==> config.mk <==
export PLATFORM = sky130hd
export DESIGN_NAME = eq_vector_sequencer
export DESIGN_NICKNAME = d
export VERILOG_FILES = /design/src/rtl/eq_vector_sequencer_pkg.sv /design/src/rtl/eq_vector_sequencer_eq_n.sv /design/src/rtl/eq_vector_sequencer.sv
export SDC_FILE = /design/constraint.sdc
export NUM_CORES = 1
export LEC_CHECK = 0
export ABC_AREA = 1
export CAP_MARGIN = 15
export CELL_PAD_IN_SITES_DETAIL_PLACEMENT = 0
export CELL_PAD_IN_SITES_GLOBAL_PLACEMENT = 1
export CORE_MARGIN = 4
export CORE_UTILIZATION = 39
export CTS_CLUSTER_DIAMETER = 100
export CTS_CLUSTER_SIZE = 16
export DETAILED_ROUTE_END_ITERATION = 8
export PLACE_DENSITY_LB_ADDON = 0.1
export SKIP_LAST_GASP = 1
export SLEW_MARGIN = 20
export SYNTH_ARGS = -nofsm -noshare
export SYNTH_HDL_FRONTEND = slang
export SYNTH_HIERARCHICAL = 1
export SYNTH_SLANG_ARGS = --single-unit
==> constraint.sdc <==
create_clock -name clk -period 1.4 [get_ports clk]
set_clock_uncertainty 0.1 [all_clocks]
set_input_delay 0.42 -clock clk [delete_from_list [all_inputs] [get_ports clk]]
set_output_delay 0.42 -clock clk [all_outputs]
set_load 0.01 [all_outputs]
==> src/rtl/eq_vector_sequencer_pkg.sv <==
// Shared definitions for the equality-comparator vector sequencer: widths, state
// encodings, vector field offsets and the n_vec clamp helper.
package eq_vector_sequencer_pkg;

    localparam int unsigned DATA_W = 2;
    localparam int unsigned ADDR_W = 3;
    localparam int unsigned DEPTH  = 1 << ADDR_W;
    localparam int unsigned VEC_W  = 2 * DATA_W + 1;
    localparam int unsigned CNT_W  = ADDR_W + 1;

    // Vector layout is {a, b, expected}
    localparam int unsigned EXP_BIT = 0;
    localparam int unsigned B_LSB   = 1;
    localparam int unsigned A_LSB   = 1 + DATA_W;

    typedef enum logic [1:0] {
        ST_IDLE  = 2'd0,
        ST_FETCH = 2'd1,
        ST_CHECK = 2'd2,
        ST_DONE  = 2'd3
    } state_e;

    function automatic logic [CNT_W-1:0] clamp_n(input logic [CNT_W-1:0] n);
        return (n > CNT_W'(DEPTH)) ? CNT_W'(DEPTH) : n;
    endfunction

endpackage

==> src/rtl/eq_vector_sequencer_eq_n.sv <==
// DATA_W-wide equality comparator; the resource exercised by the sequencer.
module eq_n
    import eq_vector_sequencer_pkg::*;
(
    input  logic [DATA_W-1:0] a,
    input  logic [DATA_W-1:0] b,
    output logic              aeqb
);

    assign aeqb = (a == b);

endmodule

==> src/rtl/eq_vector_sequencer.sv <==
// Runs a loadable table of {a,b,expected} vectors through eq_n and tallies pass/fail.
// Define EQ_SEQ_STOP_ON_FAIL_EN to end the run at the first mismatching vector.
module eq_vector_sequencer
    import eq_vector_sequencer_pkg::*;
(
    input  logic              clk,
    input  logic              reset,
    input  logic              start,
    input  logic              wr_en,
    input  logic [ADDR_W-1:0] wr_addr,
    input  logic [VEC_W-1:0]  wr_data,
    input  logic [CNT_W-1:0]  n_vec,
    output logic              busy,
    output logic              done,
    output logic [CNT_W-1:0]  pass_cnt,
    output logic [CNT_W-1:0]  fail_cnt,
    output logic [ADDR_W-1:0] first_fail
);

    state_e              state_q, state_d;
    logic [CNT_W-1:0]    idx_q, idx_d;
    logic [CNT_W-1:0]    n_q, n_d;
    logic [CNT_W-1:0]    pass_q, pass_d;
    logic [CNT_W-1:0]    fail_q, fail_d;
    logic [ADDR_W-1:0]   ff_q, ff_d;
    logic                busy_q, busy_d;
    logic                done_q, done_d;
    logic                aeqb_q, aeqb_d;
    logic                exp_q, exp_d;

    logic [VEC_W-1:0]    tbl_q [DEPTH];
    logic [VEC_W-1:0]    rd_vec;
    logic                cmp_eq;
    logic [CNT_W-1:0]    n_clamped;
    logic                mismatch;

    // Table is not reset; writes only land while the sequencer is idle
    always_ff @(posedge clk) begin
        if (wr_en && (state_q == ST_IDLE)) begin
            tbl_q[wr_addr] <= wr_data;
        end
    end

    assign rd_vec    = tbl_q[idx_q[ADDR_W-1:0]];
    assign n_clamped = clamp_n(n_vec);
    assign mismatch  = (aeqb_q != exp_q);

    eq_n u_eq (
        .a    (rd_vec[A_LSB +: DATA_W]),
        .b    (rd_vec[B_LSB +: DATA_W]),
        .aeqb (cmp_eq)
    );

    always_comb begin
        state_d = state_q;
        idx_d   = idx_q;
        n_d     = n_q;
        pass_d  = pass_q;
        fail_d  = fail_q;
        ff_d    = ff_q;
        busy_d  = busy_q;
        done_d  = 1'b0;
        aeqb_d  = aeqb_q;
        exp_d   = exp_q;

        case (state_q)
            ST_IDLE: begin
                if (start) begin
                    n_d     = n_clamped;
                    idx_d   = '0;
                    pass_d  = '0;
                    fail_d  = '0;
                    ff_d    = '0;
                    busy_d  = 1'b1;
                    state_d = (n_clamped == '0) ? ST_DONE : ST_FETCH;
                end
            end
            ST_FETCH: begin
                aeqb_d  = cmp_eq;
                exp_d   = rd_vec[EXP_BIT];
                state_d = ST_CHECK;
            end
            ST_CHECK: begin
                idx_d = idx_q + CNT_W'(1);
                if (mismatch) begin
                    fail_d = fail_q + CNT_W'(1);
                    if (fail_q == '0) begin
                        ff_d = idx_q[ADDR_W-1:0];
                    end
                end else begin
                    pass_d = pass_q + CNT_W'(1);
                end
                state_d = (idx_d == n_q) ? ST_DONE : ST_FETCH;
`ifdef EQ_SEQ_STOP_ON_FAIL_EN
                if (mismatch) begin
                    state_d = ST_DONE;
                end
`endif
            end
            ST_DONE: begin
                done_d  = 1'b1;
                busy_d  = 1'b0;
                state_d = ST_IDLE;
            end
            default: state_d = ST_IDLE;
        endcase
    end

    always_ff @(posedge clk) begin
        if (reset) begin
            state_q <= ST_IDLE;
            idx_q   <= '0;
            n_q     <= '0;
            pass_q  <= '0;
            fail_q  <= '0;
            ff_q    <= '0;
            busy_q  <= 1'b0;
            done_q  <= 1'b0;
            aeqb_q  <= 1'b0;
            exp_q   <= 1'b0;
        end else begin
            state_q <= state_d;
            idx_q   <= idx_d;
            n_q     <= n_d;
            pass_q  <= pass_d;
            fail_q  <= fail_d;
            ff_q    <= ff_d;
            busy_q  <= busy_d;
            done_q  <= done_d;
            aeqb_q  <= aeqb_d;
            exp_q   <= exp_d;
        end
    end

    assign busy       = busy_q;
    assign done       = done_q;
    assign pass_cnt   = pass_q;
    assign fail_cnt   = fail_q;
    assign first_fail = ff_q;

endmodule

==> metrics.cfg <==
[critical_path]
critical_path_buf_inv_count = 2
worst_path_max_delay_cell = dfxtp_4
critPathMaxFanout = 4
worstPathRequired_ns = 1.58
path_class = register to register
startpoint_type = register
worst_setup_path_end_kind = register
max_stage_delay_ns = 0.44
path_cells = buf_16 > o21ai_2 > o22ai_2 > nand2_1 > nand2_1 > inv_1 > nand2_1 > nand2_2 > nor2_4 > o21ai_1 > a21oi_1
critical_path.top_delay_family = flip-flops
crit_arrival_ns = 1.75
crit_path_frequent_cell = nand2_1

[floorplanning]
rows = 31
start_util = 0.401
chipWidth_um = 94.3
die_h_um = 94.3
core_um2 = 7250
pin_count = 29
die_area_um2 = 8900

[final_layout]
insertedDiodeCount = 0
syn2layout_area_growth_pct = 44.9
utilization = 0.581
nets = 427
final_area_um2 = 4210
drive_gt1_frac = 0.415

[detailed_routing]
vias = 2466
drt-vias-per-instance = 4.83
wire_per_inst_um = 13.8
drc = 0
drt-initial-drc-count = 110
dr.pass1.iters = 5
wirelength_mm = 7.07
ant_nets = 0

[status]
status = finished with violations
violations = setup timing

[global_routing]
antenna_found_initial = 0
grt_usage = 0.165
grt_first_pass_wirelength_mm = 10.9
overflow = 0
grt_pass1_vias = 2210
grt_max_degree = 19

[clock_tree]
cts_made_buffers = 9
clock_path_buffers = 2
cts-hold-fix-buffers = 0
cts_tree = done
clkTransAtPathRegs_ns = 0.08
htree_levels = 3
root_buffer = clkbuf_8
clk_latency_ns = 0.34
cts_sinks = 68

[yosys]
synth.largest_area_cell = edfxtp_1
yosysSeqAreaShare = 0.606
yosys_warnings = 6
synth_area_leaders = edfxtp_1 41%, dfxtp_1 19%, nand2_1 8.9%
ys_ff_latch = 68
ys_types = 24
yosysTopAreaCellShare = 0.413
netlist_area_um2 = 2910
syn_inst = 320
syn-num-nets = 340
synth.avg_cell_area_um2 = 9.09

[timing]
rsz0062_at_grt = true
fin_crit_sh = 1.13
worstMarginPinSlew_ns = 0.341
fin_crit_ns = 1.58
postLayoutSetupSlackWorst_ns = -0.177
setup_viol = 19
hold_viol = 0
fmax_ghz = 0.634
setup-tns-final_ns = -1.07
relSlewSlack = 0.772
slew_viol_final = 0

[placed_design]
gp_congestion = 0.784
place_hpwl_mm = 4.95
placed_area_um2 = 3640
io_buffers = 28

[job]
cap_violations = 0

[pwr]
max-vdd-ir-drop_uv = 582
power_density_nw_per_um2 = 1050
p_leak_uw = 0.00168

[worst_hold_path]
hold_class = register to register

[placed cells by master, fill, tap and decap left out, types with 3 or more instances in the layout]
master           count
nor2_4               8
nand2_1             58
clkbuf_8             9
o21ai_2             10
buf_4               48
o21ai_1             11
buf_2               12
inv_2                7
ha_1                 3
nor2_1              35
nor2_2               8
nand2_4              7
nand3_1             17
edfxtp_1            40
o21ai_0              7
inv_1               25
o22ai_2              8
buf_6                6
dfxtp_1             12
a21oi_1             10
clkdlybuf4s50_1     14
nand2_2              9
a21oi_2              5
dfxtp_2             14
[synthesized netlist by cell type (all sizes together)]
cell type / n
a211oi: 1
a21oi: 15
buf: 3
clkbuf: 6
clkinv: 1
dfxtp: 28
edfxtp: 40
ha: 4
inv: 33
nand2: 74
nand3: 20
nand4: 2
nor2: 51
nor3: 2
o211ai: 1
o21ai: 29
o22ai: 8
xor2: 2
[layout make-up]
type	count	area, um2
multi-input combinational	209	1250
inverter	34	138
timing repair buffer	85	713
fill	632	3040
clock inverter	7	75.1
clock buffer	9	124
sequential	68	1790
tap	99	124
[path summary, 6_finish.rpt]
kind / startpoint / endpoint / slack [ns] / cells past startpoint
setup / recovery: register / aeqb_q / -0.18 / 11
hold / removal: first_fail[2] / first_fail[2] / 0.36 / 2
setup reg to reg: register / aeqb_q / -0.18 / 11
hold reg to reg: first_fail[2] / first_fail[2] / 0.36 / 2
[where the power goes]
| part | switching (uW) | total (uW) | internal, uW |
|---|---|---|---|
| Sequential | 43.4 | 2220 | 2180 |
| Combinational | 337 | 634 | 297 |
| Clock | 754 | 1590 | 834 |
[worst register-to-register path: stages (launching register included)]
cell and delay [ns]:
dfxtp_4 0.44, buf_16 0.13, o21ai_2 0.07, o22ai_2 0.17
nand2_1 0.07, nand2_1 0.08, inv_1 0.04, nand2_1 0.06
nand2_2 0.06, nor2_4 0.12, o21ai_1 0.08, a21oi_1 0.10
[stage by stage]
step | total power [uW] | setup WS (ns) | hold WS [ns] | std cells
5_1_grt | 4660 | -0.261 | 0.383 | 511
2_1_floorplan | 2480 | -0.0437 | 0.343 | 320
6_report | 4440 | -0.177 | 0.363 | 511
3_5_place_dp | 2750 | -0.453 | 0.359 | 485
4_1_cts | 4420 | -0.218 | 0.366 | 509
3_3_place_gp | 2750 | -0.430 | 0.356 | 485
[state kept, by name (all words and copies together) (netlist names), named ones only]
register and flops:
n_q 4, exp_q 1, state_q 2, tbl_q 40, pass_cnt 4, done 1
fail_cnt 4, idx_q 4, aeqb_q 1, first_fail 3, busy 1
[what timing repair did]
action	4_1_cts	5_1_grt
pin swaps	30	31
gates resized for setup	100	74
endpoints found under the setup margin	64	65
setup buffers	6	4
gates cloned	2	0
[logic make-up after synthesis]
logic type,synth area share
AO/OA/AOI/OAI,0.0981
AND/OR/NAND/NOR,0.216
flip-flops,0.606
buffers and inverters,0.0572
adder cells (fa/ha/maj),0.0172
XOR/XNOR,0.00603
[routing by layer]
metal | GRT usage | vias to the layer above | wire [um]
li1 | - | 1242 | -
met1 | 0.257 | 1148 | 3560
met2 | 0.226 | 68 | 3050
met3 | 0.0430 | 8 | 385
met4 | 0.0433 | 0 | 67
met5 | 0 | - | 0
(Power assumes the default switching activity.)
